===== config.mk =====
export PLATFORM = sky130hd
export DESIGN_NAME = datapath_controller_flat
export DESIGN_NICKNAME = d
export VERILOG_FILES = /design/src/rtl/datapath_controller_if.sv /design/src/rtl/datapath_controller.sv /design/src/flat_wrapper.sv
export SDC_FILE = /design/constraint.sdc
export NUM_CORES = 1
export LEC_CHECK = 0
export ABC_AREA = 1
export CAP_MARGIN = 40
export CORE_UTILIZATION = 37
export CTS_CLUSTER_DIAMETER = 80
export DETAILED_ROUTE_END_ITERATION = 8
export GPL_TIMING_DRIVEN = 0
export PLACE_DENSITY = 0.73
export SETUP_SLACK_MARGIN = 0.5
export SLEW_MARGIN = 20
export SYNTH_ARGS = -nofsm -noshare
export SYNTH_HDL_FRONTEND = slang
export SYNTH_SLANG_ARGS = --single-unit

===== constraint.sdc =====
create_clock -name clk -period 2 [get_ports clk]
set_input_delay 0.6 -clock clk [delete_from_list [all_inputs] [get_ports clk]]
set_output_delay 0.6 -clock clk [all_outputs]
set_load 0.02 [all_outputs]

===== src/rtl/datapath_controller_if.sv =====
// Control/status bundle between the multicycle controller and the 16-bit datapath.
// The master side is the controller, the slave side is the datapath and memories.
interface datapath_controller_if #(
    parameter int WIDTH         = 16,
    parameter int ALU_CONT_BITS = 6,
    parameter int OP_BITS       = 4
);
    logic [OP_BITS-1:0]       op_code;
    logic [OP_BITS-1:0]       ext_op_code;
    logic [OP_BITS-1:0]       cond;
    logic [WIDTH-1:0]         alu_psr;
    logic                     imem_ready;
    logic                     dmem_ready;
    logic                     pc_en;
    logic                     reg_write;
    logic                     alu_A_src;
    logic                     alu_B_src;
    logic [1:0]               pc_src;
    logic [1:0]               reg_write_src;
    logic [ALU_CONT_BITS-1:0] alu_cont;
    logic                     mem_read;
    logic                     mem_write;
    logic [WIDTH-1:0]         psr_q;
    logic                     instr_done;
    logic                     illegal;

    modport master (
        input  op_code, ext_op_code, cond, alu_psr, imem_ready, dmem_ready,
        output pc_en, reg_write, alu_A_src, alu_B_src, pc_src, reg_write_src,
               alu_cont, mem_read, mem_write, psr_q, instr_done, illegal
    );

    modport slave (
        output op_code, ext_op_code, cond, alu_psr, imem_ready, dmem_ready,
        input  pc_en, reg_write, alu_A_src, alu_B_src, pc_src, reg_write_src,
               alu_cont, mem_read, mem_write, psr_q, instr_done, illegal
    );
endinterface


===== src/rtl/datapath_controller.sv =====
// Multicycle fetch/decode/execute/memory/writeback sequencer for the 16-bit datapath.
// Owns the PSR flags, resolves branch conditions and handshakes with both memories.
module datapath_controller #(
    parameter int WIDTH         = 16,
    parameter int ALU_CONT_BITS = 6,
    parameter int OP_BITS       = 4
) (
    input  logic                  clk,
    input  logic                  reset,
    datapath_controller_if.master bus
);

    typedef enum logic [3:0] {
        FETCH, DECODE, EXEC, WB, MEM_LD, MEM_ST,
        BR_EX, BR_WB, JUMP, JAL, RETIRE, ILLEGAL
    } state_t;

    localparam logic [ALU_CONT_BITS-1:0] ALU_ADD   = ALU_CONT_BITS'(0);
    localparam logic [ALU_CONT_BITS-1:0] ALU_SUB   = ALU_CONT_BITS'(1);
    localparam logic [ALU_CONT_BITS-1:0] ALU_AND   = ALU_CONT_BITS'(2);
    localparam logic [ALU_CONT_BITS-1:0] ALU_OR    = ALU_CONT_BITS'(3);
    localparam logic [ALU_CONT_BITS-1:0] ALU_XOR   = ALU_CONT_BITS'(4);
    localparam logic [ALU_CONT_BITS-1:0] ALU_PASSB = ALU_CONT_BITS'(5);

    localparam int FLAG_C = 0;
    localparam int FLAG_Z = 6;
    localparam int FLAG_N = 7;

    typedef struct packed {
        logic                     pc_en;
        logic                     reg_write;
        logic                     alu_a_src;
        logic                     alu_b_src;
        logic [1:0]               pc_src;
        logic [1:0]               reg_write_src;
        logic [ALU_CONT_BITS-1:0] alu_cont;
        logic                     mem_read;
        logic                     mem_write;
        logic                     instr_done;
        logic                     illegal;
    } ctrl_t;

    state_t                   state;
    state_t                   nxt;
    state_t                   dec_next;
    ctrl_t                    ctrl_q;
    logic [WIDTH-1:0]         psr_q;
    logic                     cmp_q;
    logic                     taken;
    logic                     dec_imm;
    logic                     dec_cmp;
    logic [ALU_CONT_BITS-1:0] dec_alu;
    logic [ALU_CONT_BITS+1:0] alu_r;
    logic [ALU_CONT_BITS+1:0] alu_i;
    logic                     ld_done;
    logic                     st_done;
    logic                     unused_psr_bits;

    // {legal, is_cmp, alu_cont} for an ALU function code
    function automatic logic [ALU_CONT_BITS+1:0] alu_map(input logic [OP_BITS-1:0] code);
        case (code)
            4'b0101: return {1'b1, 1'b0, ALU_ADD};
            4'b1001: return {1'b1, 1'b0, ALU_SUB};
            4'b1011: return {1'b1, 1'b1, ALU_SUB};
            4'b0001: return {1'b1, 1'b0, ALU_AND};
            4'b0010: return {1'b1, 1'b0, ALU_OR};
            4'b0011: return {1'b1, 1'b0, ALU_XOR};
            4'b1101: return {1'b1, 1'b0, ALU_PASSB};
            default: return '0;
        endcase
    endfunction

    function automatic ctrl_t ctrl_for(input state_t s, input logic tk, input logic imm,
                                       input logic [ALU_CONT_BITS-1:0] aop);
        ctrl_t c;
        c = '0;
        case (s)
            EXEC: begin
                c.alu_a_src = 1'b1;
                c.alu_b_src = imm;
                c.alu_cont  = aop;
            end
            WB: begin
                c.reg_write  = 1'b1;
                c.pc_en      = 1'b1;
                c.pc_src     = 2'd2;
                c.instr_done = 1'b1;
            end
            MEM_LD: c.mem_read  = 1'b1;
            MEM_ST: c.mem_write = 1'b1;
            BR_EX:  c.alu_b_src = 1'b1;
            BR_WB: begin
                c.pc_en      = 1'b1;
                c.pc_src     = tk ? 2'd0 : 2'd2;
                c.instr_done = 1'b1;
            end
            JUMP: begin
                c.pc_en      = 1'b1;
                c.pc_src     = tk ? 2'd1 : 2'd2;
                c.instr_done = 1'b1;
            end
            JAL: begin
                c.reg_write     = 1'b1;
                c.reg_write_src = 2'd2;
                c.pc_en         = 1'b1;
                c.pc_src        = 2'd1;
                c.instr_done    = 1'b1;
            end
            RETIRE: begin
                c.pc_en      = 1'b1;
                c.pc_src     = 2'd2;
                c.instr_done = 1'b1;
            end
            ILLEGAL: begin
                c.pc_en   = 1'b1;
                c.pc_src  = 2'd2;
                c.illegal = 1'b1;
            end
            default: c = '0;
        endcase
        return c;
    endfunction

    assign alu_r = alu_map(bus.ext_op_code);
    assign alu_i = alu_map(bus.op_code);

    always_comb begin
        dec_next = ILLEGAL;
        dec_imm  = 1'b0;
        dec_cmp  = 1'b0;
        dec_alu  = ALU_ADD;
        if (bus.op_code == 4'b0000) begin
            if (alu_r[ALU_CONT_BITS+1]) begin
                dec_next = EXEC;
                dec_cmp  = alu_r[ALU_CONT_BITS];
                dec_alu  = alu_r[ALU_CONT_BITS-1:0];
            end
        end else if (bus.op_code == 4'b0100) begin
            case (bus.ext_op_code)
                4'b0000: dec_next = MEM_LD;
                4'b0100: dec_next = MEM_ST;
                4'b1000: dec_next = JAL;
                4'b1100: dec_next = JUMP;
                default: dec_next = ILLEGAL;
            endcase
        end else if (bus.op_code == 4'b1100) begin
            dec_next = BR_EX;
        end else if (alu_i[ALU_CONT_BITS+1]) begin
            dec_next = EXEC;
            dec_imm  = 1'b1;
            dec_cmp  = alu_i[ALU_CONT_BITS];
            dec_alu  = alu_i[ALU_CONT_BITS-1:0];
        end
    end

    // Conditions look only at the latched flags, never at the live ALU flags
    always_comb begin
        case (bus.cond)
            4'b0000: taken = psr_q[FLAG_Z];
            4'b0001: taken = ~psr_q[FLAG_Z];
            4'b0010: taken = psr_q[FLAG_C];
            4'b0011: taken = ~psr_q[FLAG_C];
            4'b0110: taken = psr_q[FLAG_N];
            4'b0111: taken = ~psr_q[FLAG_N];
            4'b1110: taken = 1'b1;
            default: taken = 1'b0;
        endcase
    end

    always_comb begin
        nxt = state;
        case (state)
            FETCH:   nxt = bus.imem_ready ? DECODE : FETCH;
            DECODE:  nxt = dec_next;
            EXEC:    nxt = cmp_q ? RETIRE : WB;
            BR_EX:   nxt = BR_WB;
            MEM_LD:  nxt = bus.dmem_ready ? FETCH : MEM_LD;
            MEM_ST:  nxt = bus.dmem_ready ? FETCH : MEM_ST;
            default: nxt = FETCH;
        endcase
    end

    // Outputs are registered by decoding the state being entered; the operands they
    // depend on (decode, taken) are valid in the cycle that makes the transition.
    always_ff @(posedge clk) begin
        if (!reset) begin
            state  <= FETCH;
            ctrl_q <= '0;
            psr_q  <= '0;
            cmp_q  <= 1'b0;
        end else begin
            state  <= nxt;
            ctrl_q <= ctrl_for(nxt, taken, dec_imm, dec_alu);
            if (state == DECODE)
                cmp_q <= dec_cmp;
            if (state == EXEC && (ctrl_q.alu_cont == ALU_ADD || ctrl_q.alu_cont == ALU_SUB)) begin
                psr_q[FLAG_C] <= bus.alu_psr[FLAG_C];
                psr_q[FLAG_Z] <= bus.alu_psr[FLAG_Z];
                psr_q[FLAG_N] <= bus.alu_psr[FLAG_N];
            end
        end
    end

    // Memory completion reacts to dmem_ready within the same cycle
    assign ld_done = reset && bus.dmem_ready && (state == MEM_LD);
    assign st_done = reset && bus.dmem_ready && (state == MEM_ST);

    assign bus.pc_en         = ctrl_q.pc_en | ld_done | st_done;
    assign bus.pc_src        = ctrl_q.pc_src | ((ld_done || st_done) ? 2'd2 : 2'd0);
    assign bus.reg_write     = ctrl_q.reg_write | ld_done;
    assign bus.reg_write_src = ctrl_q.reg_write_src | {1'b0, ld_done};
    assign bus.alu_A_src     = ctrl_q.alu_a_src;
    assign bus.alu_B_src     = ctrl_q.alu_b_src;
    assign bus.alu_cont      = ctrl_q.alu_cont;
    assign bus.mem_read      = ctrl_q.mem_read;
    assign bus.mem_write     = ctrl_q.mem_write;
    assign bus.instr_done    = ctrl_q.instr_done | ld_done | st_done;
    assign bus.illegal       = ctrl_q.illegal;
    assign bus.psr_q         = psr_q;

    assign unused_psr_bits = ^{bus.alu_psr[WIDTH-1:FLAG_N+1], bus.alu_psr[FLAG_Z-1:FLAG_C+1]};

endmodule


===== src/flat_wrapper.sv =====
// flat-port wrapper written by rule: the top's interface ports become plain ports
module datapath_controller_flat 
#(
    parameter int WIDTH         = 16,
    parameter int ALU_CONT_BITS = 6,
    parameter int OP_BITS       = 4
)
  (clk, reset, bus_op_code, bus_ext_op_code, bus_cond, bus_alu_psr, bus_imem_ready, bus_dmem_ready, bus_pc_en, bus_reg_write, bus_alu_A_src, bus_alu_B_src, bus_pc_src, bus_reg_write_src, bus_alu_cont, bus_mem_read, bus_mem_write, bus_psr_q, bus_instr_done, bus_illegal);
  datapath_controller_if #(.WIDTH(WIDTH), .ALU_CONT_BITS(ALU_CONT_BITS), .OP_BITS(OP_BITS)) bus_i ();
  input  logic clk;
  input  logic reset;
  input wire logic [$bits(bus_i.op_code)-1:0] bus_op_code;
  input wire logic [$bits(bus_i.ext_op_code)-1:0] bus_ext_op_code;
  input wire logic [$bits(bus_i.cond)-1:0] bus_cond;
  input wire logic [$bits(bus_i.alu_psr)-1:0] bus_alu_psr;
  input wire logic [$bits(bus_i.imem_ready)-1:0] bus_imem_ready;
  input wire logic [$bits(bus_i.dmem_ready)-1:0] bus_dmem_ready;
  output wire logic [$bits(bus_i.pc_en)-1:0] bus_pc_en;
  output wire logic [$bits(bus_i.reg_write)-1:0] bus_reg_write;
  output wire logic [$bits(bus_i.alu_A_src)-1:0] bus_alu_A_src;
  output wire logic [$bits(bus_i.alu_B_src)-1:0] bus_alu_B_src;
  output wire logic [$bits(bus_i.pc_src)-1:0] bus_pc_src;
  output wire logic [$bits(bus_i.reg_write_src)-1:0] bus_reg_write_src;
  output wire logic [$bits(bus_i.alu_cont)-1:0] bus_alu_cont;
  output wire logic [$bits(bus_i.mem_read)-1:0] bus_mem_read;
  output wire logic [$bits(bus_i.mem_write)-1:0] bus_mem_write;
  output wire logic [$bits(bus_i.psr_q)-1:0] bus_psr_q;
  output wire logic [$bits(bus_i.instr_done)-1:0] bus_instr_done;
  output wire logic [$bits(bus_i.illegal)-1:0] bus_illegal;
  assign bus_i.op_code = bus_op_code;
  assign bus_i.ext_op_code = bus_ext_op_code;
  assign bus_i.cond = bus_cond;
  assign bus_i.alu_psr = bus_alu_psr;
  assign bus_i.imem_ready = bus_imem_ready;
  assign bus_i.dmem_ready = bus_dmem_ready;
  assign bus_pc_en = bus_i.pc_en;
  assign bus_reg_write = bus_i.reg_write;
  assign bus_alu_A_src = bus_i.alu_A_src;
  assign bus_alu_B_src = bus_i.alu_B_src;
  assign bus_pc_src = bus_i.pc_src;
  assign bus_reg_write_src = bus_i.reg_write_src;
  assign bus_alu_cont = bus_i.alu_cont;
  assign bus_mem_read = bus_i.mem_read;
  assign bus_mem_write = bus_i.mem_write;
  assign bus_psr_q = bus_i.psr_q;
  assign bus_instr_done = bus_i.instr_done;
  assign bus_illegal = bus_i.illegal;
  datapath_controller #(.WIDTH(WIDTH), .ALU_CONT_BITS(ALU_CONT_BITS), .OP_BITS(OP_BITS)) u_core (.clk(clk), .reset(reset), .bus(bus_i));
endmodule

==> reports/summary.json, run 1 <==
{
  "outcome": "finished, final reports clean",
  "first_pass_grt_wire_length_mm": 5.66,
  "insertedDiodeCount": 0,
  "synth_compound_gate_area_share_pct": 9.76,
  "final.min_clock_period_ns": 1.90,
  "syn-cell-area_um2": 1440,
  "total_of_endpoints_with_negative_setup_slack_in_the_final_report": 0,
  "crit_required_ns": 1.40,
  "rsz0062_at_grt": "yes",
  "p_leak_nw": 1.13,
  "synth-seq-area-share_pct": 30.7,
  "crit_arrival_ns": 1.30,
  "maxClockFrequency_ghz": 0.528,
  "postSynth.asyncResetShare_pct": 0,
  "syn2layout_area_growth_pct": 64.9,
  "initial_utilization_pct": 38.9,
  "detailedRoute.firstIterationViolations": 34,
  "postSynthCellCount": 220,
  "final_net_count": 325,
  "tritoncts": "yes",
  "place.port_buffers": 36,
  "r2r_setup_slack_ns": 0.27,
  "slew_violations": 0,
  "cts_max_path_buffers": 2,
  "fraction_of_final_layout_cells_with_drive_strength_greater_than_1_pct": 50.0,
  "ir_worst_vdd_uv": 279,
  "antenna_found_initial": 0,
  "synth.mux.area_fraction_pct": 0,
  "overflow": 0,
  "drtPass1Iterations": 4,
  "setup.worst_path.start_class": "input port",
  "min_path_type": "reg2reg",
  "ys_seq_elements": 22,
  "cts-root-buf": "clkbuf_8",
  "top_level_ports": 66,
  "clk_pin_slew_ns": 0.08,
  "final.period_utilization_pct": 94.8,
  "tritoncts_num_sinks": 22,
  "commonest_cells_after_routing_fill_and_taps_aside": "buf_4, nand2_1, nor2_1, inv_1, dfxtp_1",
  "vias": 1510,
  "finished_core_util_pct": 64.2,
  "synth.avg_cell_area_um2": 6.53,
  "finClkSkew_ns": 0.00138,
  "cts.htree.levels": 1,
  "ys.flop_type": "dfxtp_1",
  "clock_insertion_delay_worst_skew_ns": 0.26,
  "synth_enable_flop_cells": 0,
  "synth_top_family_by_area": "simple AND/OR/NAND/NOR gates",
  "post_synth_and_or_nand_nor_area_fraction_pct": 38.7,
  "gp_routability_congestion": 0.860,
  "drt-wirelength-per-cell_um": 10.8,
  "worstPathMaxFanout": 3,
  "yosysWarnings": 0,
  "vias_in_the_first_global_route": 1367,
  "wirelength_mm": 3.68,
  "post_drt_via_cell_ratio": 4.44,
  "dieArea_um2": 4140,
  "netlist-cell-type-count": 28,
  "dieHeight_um": 64.3,
  "postLayoutSetupSlackWorst_ns": 0.104,
  "leading_cell_type_in_the_layout_fill_and_taps_excluded": "buf_4",
  "grt_max_degree": 13,
  "drc": 0,
  "rows": 22,
  "placed_cell_area_um2": 2040,
  "antenna_violating_nets_post_route": 0,
  "finish.instance_area_um2": 2370,
  "placeableCoreArea_um2": 3690,
  "post_synth_fa_ha_maj_area_fraction_pct": 0,
  "pre_cts_ws_ns": -1.10,
  "setup.worst_path.class": "in2out",
  "share_of_the_synthesized_netlist_area_taken_by_xor_and_xnor_gates_pct": 0,
  "p_per_area_nw_per_um2": 667,
  "dp.final_hpwl_mm": 2.46,
  "cap_violations": 0,
  "global_routing_usage_summed_across_all_routing_layers_pct": 17.3,
  "worstSetupEndpointType": "output pin",
  "hold_violations": 0,
  "die-width_um": 64.3,
  "cts-buffers-inserted": 3
}
==> flip-flops by register name, indices dropped and copies added, names as in the netlist <==
register	cells
u_core.bus.alu_B_src	1
u_core.bus.illegal	1
u_core.state	4
u_core.cmp_q	1
u_core.bus.mem_read	1
u_core.bus.psr_q	3
u_core.ctrl_q	6
u_core.bus.alu_A_src	1
u_core.bus.mem_write	1
u_core.bus.alu_cont	3
==> report_power, final <==
| group | leakage (nW) | switching (mW) | internal (mW) |
|---|---|---|---|
| sequential | 0.180 | 0.0355 | 0.487 |
| clock | 0.0288 | 0.137 | 0.175 |
| combinational | 0.923 | 0.427 | 0.320 |
| total | 1.13 | 0.599 | 0.982 |
==> repair_timing <==
item,CTS,global route
endpoints found under the setup margin,37,29
hold endpoints to repair,0,0
pin swaps,26,11
resized for setup,152,39
hold buffers,0,0
buffers inserted,14,3
==> path summary, 6_finish.rpt <==
check	startpoint	end	cells past startpoint
setup / recovery	reset	bus_reg_write	5
hold / removal	u_core.bus.psr_q[7]	u_core.bus.psr_q[7]	2
setup reg to reg	u_core.state[1]	u_core.bus.alu_cont[2]	11
hold reg to reg	u_core.bus.psr_q[7]	u_core.bus.psr_q[7]	2
==> layout make-up <==
class / instances / area, µm²
Buffer: 22 / 165
Clock buffer: 4 / 55.1
Fill cell: 349 / 1320
Inverter: 35 / 176
Multi-Input combinational cell: 156 / 1020
Sequential cell: 22 / 444
Tap cell: 48 / 60.1
Timing Repair Buffer: 53 / 449
==> synthesized netlist by cell type (2+ instances only) <==
cell | count | area [µm²]
nand2_2 | 5 | 31.3
nor2_4 | 4 | 45.0
nand4_1 | 2 | 12.5
nor2_1 | 35 | 131
inv_1 | 26 | 97.6
a21oi_1 | 7 | 35.0
o21ai_0 | 11 | 55.1
inv_2 | 8 | 30.0
buf_4 | 22 | 165
nand3_1 | 16 | 80.1
nor3_1 | 3 | 15.0
or2_2 | 4 | 25.0
nand2_1 | 38 | 143
dfxtp_1 | 22 | 440
nor2_2 | 4 | 25.0
==> worst max-delay path, cell delays in order <==
cell and delay, ns:
buf_12 0.09, clkinv_8 0.05, nor4_4 0.28, or2_4 0.17, buf_6 0.10
==> cells by family after synthesis <==
logic type      count (synthesis)
compound gates                 24
flops                          22
simple gates                  116
buf+inv                        57
other cells                     1
==> routing by layer <==
layer / track usage, % / vias to the layer above / routed length, µm
met5: 0 / - / 0
met4: 7.22 / 0 / 44
met3: 1.07 / 5 / 113
met2: 32.4 / 35 / 1970
met1: 20.0 / 668 / 1550
li1: - / 802 / -
==> metrics by stage <==
step	cells	TNS (ns)	power [mW]	hold WS (ns)
after detailed placement	319	-10.98	1.07	0.475
after global placement	319	-10.78	1.07	0.472
after global routing	340	0	1.67	0.508
after CTS	337	0	1.49	0.482
final	340	0	1.58	0.478
after floorplan	235	0	0.904	0.525
No activity file was read; power rests on OpenSTA's default activity.
==> run 2, diff against run 1 <==
--- a/config.mk
+++ b/config.mk
@@ -7,6 +7,7 @@
 export LEC_CHECK = 0
 export ABC_AREA = 1
 export CAP_MARGIN = 40
+export CORE_MARGIN = 2
 export CORE_UTILIZATION = 37
 export CTS_CLUSTER_DIAMETER = 80
 export DETAILED_ROUTE_END_ITERATION = 8
==> reports/summary.json, run 2 (synthesis results as in run 1) <==
{
  "outcome": "finished, final reports clean",
  "report.power.total": {"value": 1.77, "unit": "mW", "change": "+12%"},
  "dieHeight": {"value": 66.3, "unit": "µm", "change": "+3.1%"},
  "place.port_buffers": {"value": 36, "change": "unchanged"},
  "cts.htree.levels": {"value": 1, "change": "unchanged"},
  "rows": {"value": 22, "change": "unchanged"},
  "hold_violations": {"value": 0, "change": "unchanged"},
  "cts-buffers-inserted": {"value": 3, "change": "unchanged"},
  "p_per_area": {"value": 683, "unit": "nW/µm²", "change": "+2.4%"},
  "fraction_of_final_layout_cells_with_drive_strength_greater_than_1": {"value": 56.0, "unit": "%", "change": "+6.0 points"},
  "cap_violations": {"value": 0, "change": "unchanged"},
  "antenna_violating_nets_post_route": {"value": 0, "change": "unchanged"},
  "p_leak": {"value": 1.23, "unit": "nW", "change": "+8.8%"},
  "postLayoutSetupSlackWorst": {"value": 0.0895, "unit": "ns", "change": "-0.0148 ns"},
  "antenna_found_initial": {"value": 0, "change": "unchanged"},
  "wirelength": {"value": 4.61, "unit": "mm", "change": "+25%"},
  "r2r_startpoint": "u_core.state[1]",
  "cts_max_path_buffers": {"value": 2, "change": "unchanged"},
  "final.period_utilization": {"value": 95.5, "unit": "%", "change": "+0.74 points"},
  "rsz0062_at_grt": "yes",
  "clk_pin_slew": {"value": 0.08, "unit": "ns", "change": "about the same"},
  "pre_cts_ws": {"value": -1.11, "unit": "ns", "change": "-0.00915 ns"},
  "insertedDiodeCount": {"value": 0, "change": "unchanged"},
  "leading_cell_type_in_the_layout_fill_and_taps_excluded": "buf_4",
  "clock_insertion_delay_worst_skew": {"value": 0.26, "unit": "ns", "change": "about the same"},
  "placeableCoreArea": {"value": 3690, "unit": "µm²", "change": "unchanged"},
  "crit_path_max_incr_delay": {"value": 0.29, "unit": "ns", "change": "about the same"},
  "placed_cell_area": {"value": 2040, "unit": "µm²", "change": "unchanged"},
  "post_layout_nonfiller_instances": {"value": 357, "change": "+5.0%"},
  "slew_violations": {"value": 0, "change": "unchanged"},
  "overflow": {"value": 0, "change": "unchanged"},
  "first_pass_grt_wire_length": {"value": 6.10, "unit": "mm", "change": "+7.7%"},
  "worstSetupEndpointType": "output pin",
  "global_routing_usage_summed_across_all_routing_layers": {"value": 18.0, "unit": "%", "change": "+0.65 points"},
  "crit_path_cell_chain": "buf_12 -> clkinv_8 -> nor4_4 -> or2_4 -> buf_6",
  "drt-wirelength-per-cell": {"value": 12.9, "unit": "µm", "change": "+19%"},
  "cts-root-buf": "clkbuf_8",
  "final.min_clock_period": {"value": 1.91, "unit": "ns", "change": "+0.0148 ns"},
  "dieArea": {"value": 4400, "unit": "µm²", "change": "+6.3%"},
  "maxClockFrequency": {"value": 0.523, "unit": "GHz", "change": "-0.77%"},
  "top_level_ports": {"value": 66, "change": "unchanged"},
  "place_inst": {"value": 319, "change": "unchanged"},
  "syn2layout_area_growth_pct": 80.7,
  "setup.worst_path.start_class": "input port",
  "finClkSkew": {"value": 0.00398, "unit": "ns", "change": "+0.00260 ns"},
  "min_path_type": "reg2reg",
  "vias_in_the_first_global_route": {"value": 1457, "change": "+6.6%"},
  "finished_core_util": {"value": 70.4, "unit": "%", "change": "+6.2 points"},
  "initial_utilization": {"value": 38.9, "unit": "%", "change": "unchanged"},
  "timing.critical_path.slowest_stage_cell": "nor4_4",
  "ir_worst_vdd": {"value": 297, "unit": "µV", "change": "+6.2%"},
  "drc": {"value": 0, "change": "unchanged"},
  "grt_max_degree": {"value": 13, "change": "unchanged"},
  "worstPathMaxFanout": {"value": 3, "change": "unchanged"},
  "largest_registers": "u_core.ctrl_q: 6 flops, u_core.state: 4 flops",
  "finalSetupTns": {"value": 0, "unit": "ns", "change": "unchanged"},
  "tritoncts_num_sinks": {"value": 22, "change": "unchanged"},
  "vias": {"value": 1642, "change": "+8.7%"},
  "detailedRoute.firstIterationViolations": {"value": 61, "change": "+79%"},
  "setup.worst_path.class": "in2out",
  "drtPass1Iterations": {"value": 4, "change": "unchanged"},
  "commonest_cells_after_routing_fill_and_taps_aside": "buf_4, nand2_1, nor2_1, dfxtp_1, inv_1",
  "largest_register_ffs": {"value": 6, "change": "unchanged"},
  "hold-worst-slack": {"value": 0.485, "unit": "ns", "change": "+0.00767 ns"},
  "final_net_count": {"value": 342, "change": "+5.2%"},
  "dp.final_hpwl": {"value": 2.45, "unit": "mm", "change": "-0.17%"},
  "die-width": {"value": 66.3, "unit": "µm", "change": "+3.1%"},
  "finish.instance_area": {"value": 2600, "unit": "µm²", "change": "+9.6%"},
  "crit_arrival": {"value": 1.31, "unit": "ns", "change": "about the same"},
  "timing.hold.worst.start": "u_core.bus.psr_q[7]",
  "tritoncts": "yes",
  "gp_routability_congestion": {"value": 0.856, "change": "-0.37%"},
  "post_drt_via_cell_ratio": {"value": 4.60, "change": "+3.6%"},
  "total_of_endpoints_with_negative_setup_slack_in_the_final_report": {"value": 0, "change": "unchanged"},
  "setup.worst_path.start": "reset",
  "crit_required": {"value": 1.40, "unit": "ns", "change": "about the same"},
  "largest_register": "u_core.ctrl_q"
}
-- run 2: area by class of cell --
type | instances | area, µm²
buffer | 22 | 165
clock buffer | 4 | 55.1
fill | 300 | 1090
inverter | 35 | 176
multi-input combinational | 156 | 1110
sequential | 22 | 444
tap | 48 | 60.1
timing repair buffer | 70 | 588
-- run 2: layer usage --
metal / GRT usage (%) / share of wire [%]
met1: 20.3 / 37
met2: 34.0 / 55
met3: 1.53 / 4.7
met4: 7.40 / 2.9
met5: 0 / 0
-- run 2: worst max-delay path, delay by kind of cell --
kind / cells / cell delay (ns)
buf+inv: 3 / 0.24
simple gates: 2 / 0.46
-- run 2: where the power goes --
group	total, mW	switching (mW)	internal, mW
Sequential	0.527	0.0411	0.486
Clock	0.321	0.145	0.176
Combinational	0.925	0.513	0.412
-- run 2: what timing repair did --
action | 4_1_cts | 5_1_grt
pin swaps | 28 | 27
endpoints found under the setup margin | 37 | 31
hold buffers | 0 | 0
setup buffers | 20 | 14
gates resized for setup | 157 | 61
-- run 2: final timing paths --
path | endpoint | cells past startpoint | slack [ns]
setup / recovery | bus_reg_write | 5 | 0.09
hold / removal | u_core.bus.psr_q[7] | 2 | 0.49
setup reg to reg | u_core.ctrl_q[16] | 14 | 0.18
hold reg to reg | u_core.bus.psr_q[7] | 2 | 0.49
==> run 3, diff against run 2 <==
--- a/config.mk
+++ b/config.mk
@@ -11,7 +11,7 @@
 export CORE_UTILIZATION = 37
 export CTS_CLUSTER_DIAMETER = 80
 export DETAILED_ROUTE_END_ITERATION = 8
-export GPL_TIMING_DRIVEN = 0
+export HOLD_SLACK_MARGIN = 0.15
 export PLACE_DENSITY = 0.73
 export SETUP_SLACK_MARGIN = 0.5
 export SLEW_MARGIN = 20
==> reports/summary.json, run 3 (synthesis results as in run 1) <==
{
  "outcome": "finished with violations",
  "violations": "DRC",
  "hold_violations": {"value": 0, "change": "unchanged"},
  "finish.instance_area": {"value": 2650, "unit": "µm²", "change": "+2.0%"},
  "drtPass1Iterations": {"value": 6, "change": "+2"},
  "largest_register": "u_core.ctrl_q",
  "min_delay_path_depth": {"value": 2, "change": "unchanged"},
  "clock_insertion_delay_worst_skew": {"value": 0.26, "unit": "ns", "change": "about the same"},
  "tritoncts": "yes",
  "antenna_violating_nets_post_route": {"value": 0, "change": "unchanged"},
  "final_net_count": {"value": 345, "change": "+0.88%"},
  "p_leak": {"value": 1.25, "unit": "nW", "change": "+1.3%"},
  "cts_max_path_buffers": {"value": 2, "change": "unchanged"},
  "finalSetupTns": {"value": 0, "unit": "ns", "change": "unchanged"},
  "insertedDiodeCount": {"value": 0, "change": "unchanged"},
  "report.power.total": {"value": 1.75, "unit": "mW", "change": "-1.2%"},
  "cts-root-buf": "clkbuf_8",
  "vias": {"value": 1714, "change": "+4.4%"},
  "gp_routability_congestion": {"value": 0.857, "change": "about the same"},
  "cts-buffers-inserted": {"value": 3, "change": "unchanged"},
  "crit_path_max_incr_delay": {"value": 0.34, "unit": "ns", "change": "+0.05 ns"},
  "die-width": {"value": 66.3, "unit": "µm", "change": "unchanged"},
  "commonest_cells_after_routing_fill_and_taps_aside": "buf_4, nand2_1, buf_6, inv_1, dfxtp_1",
  "dp.final_hpwl": {"value": 2.65, "unit": "mm", "change": "+7.8%"},
  "crit_arrival": {"value": 1.36, "unit": "ns", "change": "+0.05 ns"},
  "overflow": {"value": 0, "change": "unchanged"},
  "global_routing_usage_summed_across_all_routing_layers": {"value": 19.9, "unit": "%", "change": "+1.9 points"},
  "drt-wirelength-per-cell": {"value": 13.8, "unit": "µm", "change": "+6.7%"},
  "timing.critical_path.slowest_stage_cell": "dfxtp_2",
  "rsz0062_at_grt": "yes",
  "min_path_type": "reg2reg",
  "clk_pin_slew": {"value": 0.08, "unit": "ns", "change": "about the same"},
  "vias_in_the_first_global_route": {"value": 1558, "change": "+6.9%"},
  "worstPathMaxFanout": {"value": 3, "change": "unchanged"},
  "setup.worst_path.class": "reg2out",
  "tritoncts_num_sinks": {"value": 22, "change": "unchanged"},
  "antenna_found_initial": {"value": 0, "change": "unchanged"},
  "post_layout_nonfiller_instances": {"value": 359, "change": "+0.56%"},
  "placed_cell_area": {"value": 2110, "unit": "µm²", "change": "+3.7%"},
  "dieArea": {"value": 4400, "unit": "µm²", "change": "unchanged"},
  "p_per_area": {"value": 662, "unit": "nW/µm²", "change": "-3.1%"},
  "worst_hold_endpoint": "u_core.bus.psr_q[7]",
  "reg2reg_depth": {"value": 15, "change": "+1"},
  "final.min_clock_period": {"value": 1.96, "unit": "ns", "change": "+0.0541 ns"},
  "worstSetupEndpointType": "output pin",
  "r2r_end": "u_core.ctrl_q[1]",
  "ir_worst_vdd": {"value": 316, "unit": "µV", "change": "+6.4%"},
  "wirelength": {"value": 4.94, "unit": "mm", "change": "+7.3%"},
  "placeableCoreArea": {"value": 3690, "unit": "µm²", "change": "unchanged"},
  "top_level_ports": {"value": 66, "change": "unchanged"},
  "fraction_of_final_layout_cells_with_drive_strength_greater_than_1": {"value": 55.9, "unit": "%", "change": "about the same"},
  "total_of_endpoints_with_negative_setup_slack_in_the_final_report": {"value": 0, "change": "unchanged"},
  "rows": {"value": 22, "change": "unchanged"},
  "place_inst": {"value": 329, "change": "+3.1%"},
  "slew_violations": {"value": 0, "change": "unchanged"},
  "maxClockFrequency": {"value": 0.509, "unit": "GHz", "change": "-2.8%"},
  "syn2layout_area_growth_pct": 84.4,
  "setup.worst_path.start_class": "register",
  "quantity_of_hold_fixing_buffers_added_after_cts": {"value": 0, "change": "unchanged"},
  "initial_utilization": {"value": 38.9, "unit": "%", "change": "unchanged"},
  "first_pass_grt_wire_length": {"value": 6.69, "unit": "mm", "change": "+9.6%"},
  "finClkSkew": {"value": 0.00405, "unit": "ns", "change": "+0.0000653 ns"},
  "dieHeight": {"value": 66.3, "unit": "µm", "change": "unchanged"},
  "timing.hold.worst.start": "u_core.bus.psr_q[7]",
  "drc": {"value": 2, "change": "+2"},
  "crit_path_cell_chain": "inv_2 -> nor2_4 -> inv_2 -> buf_6 -> nor3_4 -> or2_4 -> buf_6",
  "crit_required": {"value": 1.40, "unit": "ns", "change": "about the same"},
  "detailedRoute.firstIterationViolations": {"value": 92, "change": "+51%"},
  "largest_registers": "u_core.ctrl_q: 6 flops, u_core.state: 4 flops",
  "cap_violations": {"value": 0, "change": "unchanged"},
  "final.period_utilization": {"value": 98.2, "unit": "%", "change": "+2.7 points"},
  "r2r_setup_slack": {"value": 0.20, "unit": "ns", "change": "+0.02 ns"},
  "leading_cell_type_in_the_layout_fill_and_taps_excluded": "buf_4",
  "largest_register_ffs": {"value": 6, "change": "unchanged"},
  "grt_max_degree": {"value": 12, "change": "-1"},
  "cts.htree.levels": {"value": 1, "change": "unchanged"},
  "r2r_startpoint": "u_core.state[2]",
  "place.port_buffers": {"value": 36, "change": "unchanged"},
  "post_drt_via_cell_ratio": {"value": 4.77, "change": "+3.8%"}
}
[run 3: changes by cell type in the layout (fill, tap and decap cells not counted), moves of 3 or more]
cell	previous run	this run
clkbuf_2	2	9
nor2_4	12	17
nand2_4	8	4
buf_2	11	5
buf_4	51	42
nor2_1	21	15
buf_6	15	24
nand2_1	21	24
[run 3: routing by layer]
| metal | part of all wire, % | track usage (%) |
|---|---|---|
| met5 | 0 | 0 |
| met4 | 3.9 | 9.18 |
| met3 | 4.0 | 1.36 |
| met2 | 57 | 39.0 |
| met1 | 35 | 21.0 |
[run 3: final cells by class]
cell class,instances,area (µm²)
Sequential cell,22,445
Clock buffer,3,41.3
Tap cell,48,60.1
Inverter,35,176
Timing Repair Buffer,95,827
Fill cell,277,1040
Multi-Input combinational cell,156,1100
[run 3: worst max-delay path, delay by kind of cell, from the launching register on]
family	cells	cell delay (ns)
and+or+nand+nor	3	0.43
buffers and inverters	4	0.32
DFF	1	0.34
[run 3: timing repair]
item | CTS | global route
endpoints found under the setup margin | 37 | 38
gates resized for setup | 140 | 71
pin swaps | 44 | 24
buffers inserted | 17 | 10
hold endpoints to repair | 0 | 0
[run 3: worst max-delay path by stage]
stage	start	endpoint	slack, ns	cells past startpoint
global placement	reset	bus_instr_done	-0.84	5
finish	u_core.state[2]	bus_instr_done	0.04	7
global route	u_core.state[2]	bus_pc_en	-0.02	7
detailed placement	reset	bus_instr_done	-0.86	5
CTS	u_core.state[2]	bus_pc_en	0.02	7
floorplan	bus_dmem_ready	bus_reg_write	0.35	3
[run 3: per-stage QoR]
stage / hold slack (ns) / setup WS, ns / util [%]
after floorplan: 0.525 / 0.354 / -
after global placement: 0.468 / -0.838 / 57.3
after detailed placement: 0.473 / -0.858 / 57.3
after CTS: 0.487 / 0.0180 / 66.3
after global routing: 0.509 / -0.0176 / 71.8
final: 0.483 / 0.0354 / 71.8
[run 3: power by group]
group | leakage (nW) | internal, mW | switching (mW)
sequential | 0.180 | 0.487 | 0.0269
combinational | 1.05 | 0.439 | 0.521
clock | 0.0216 | 0.135 | 0.144
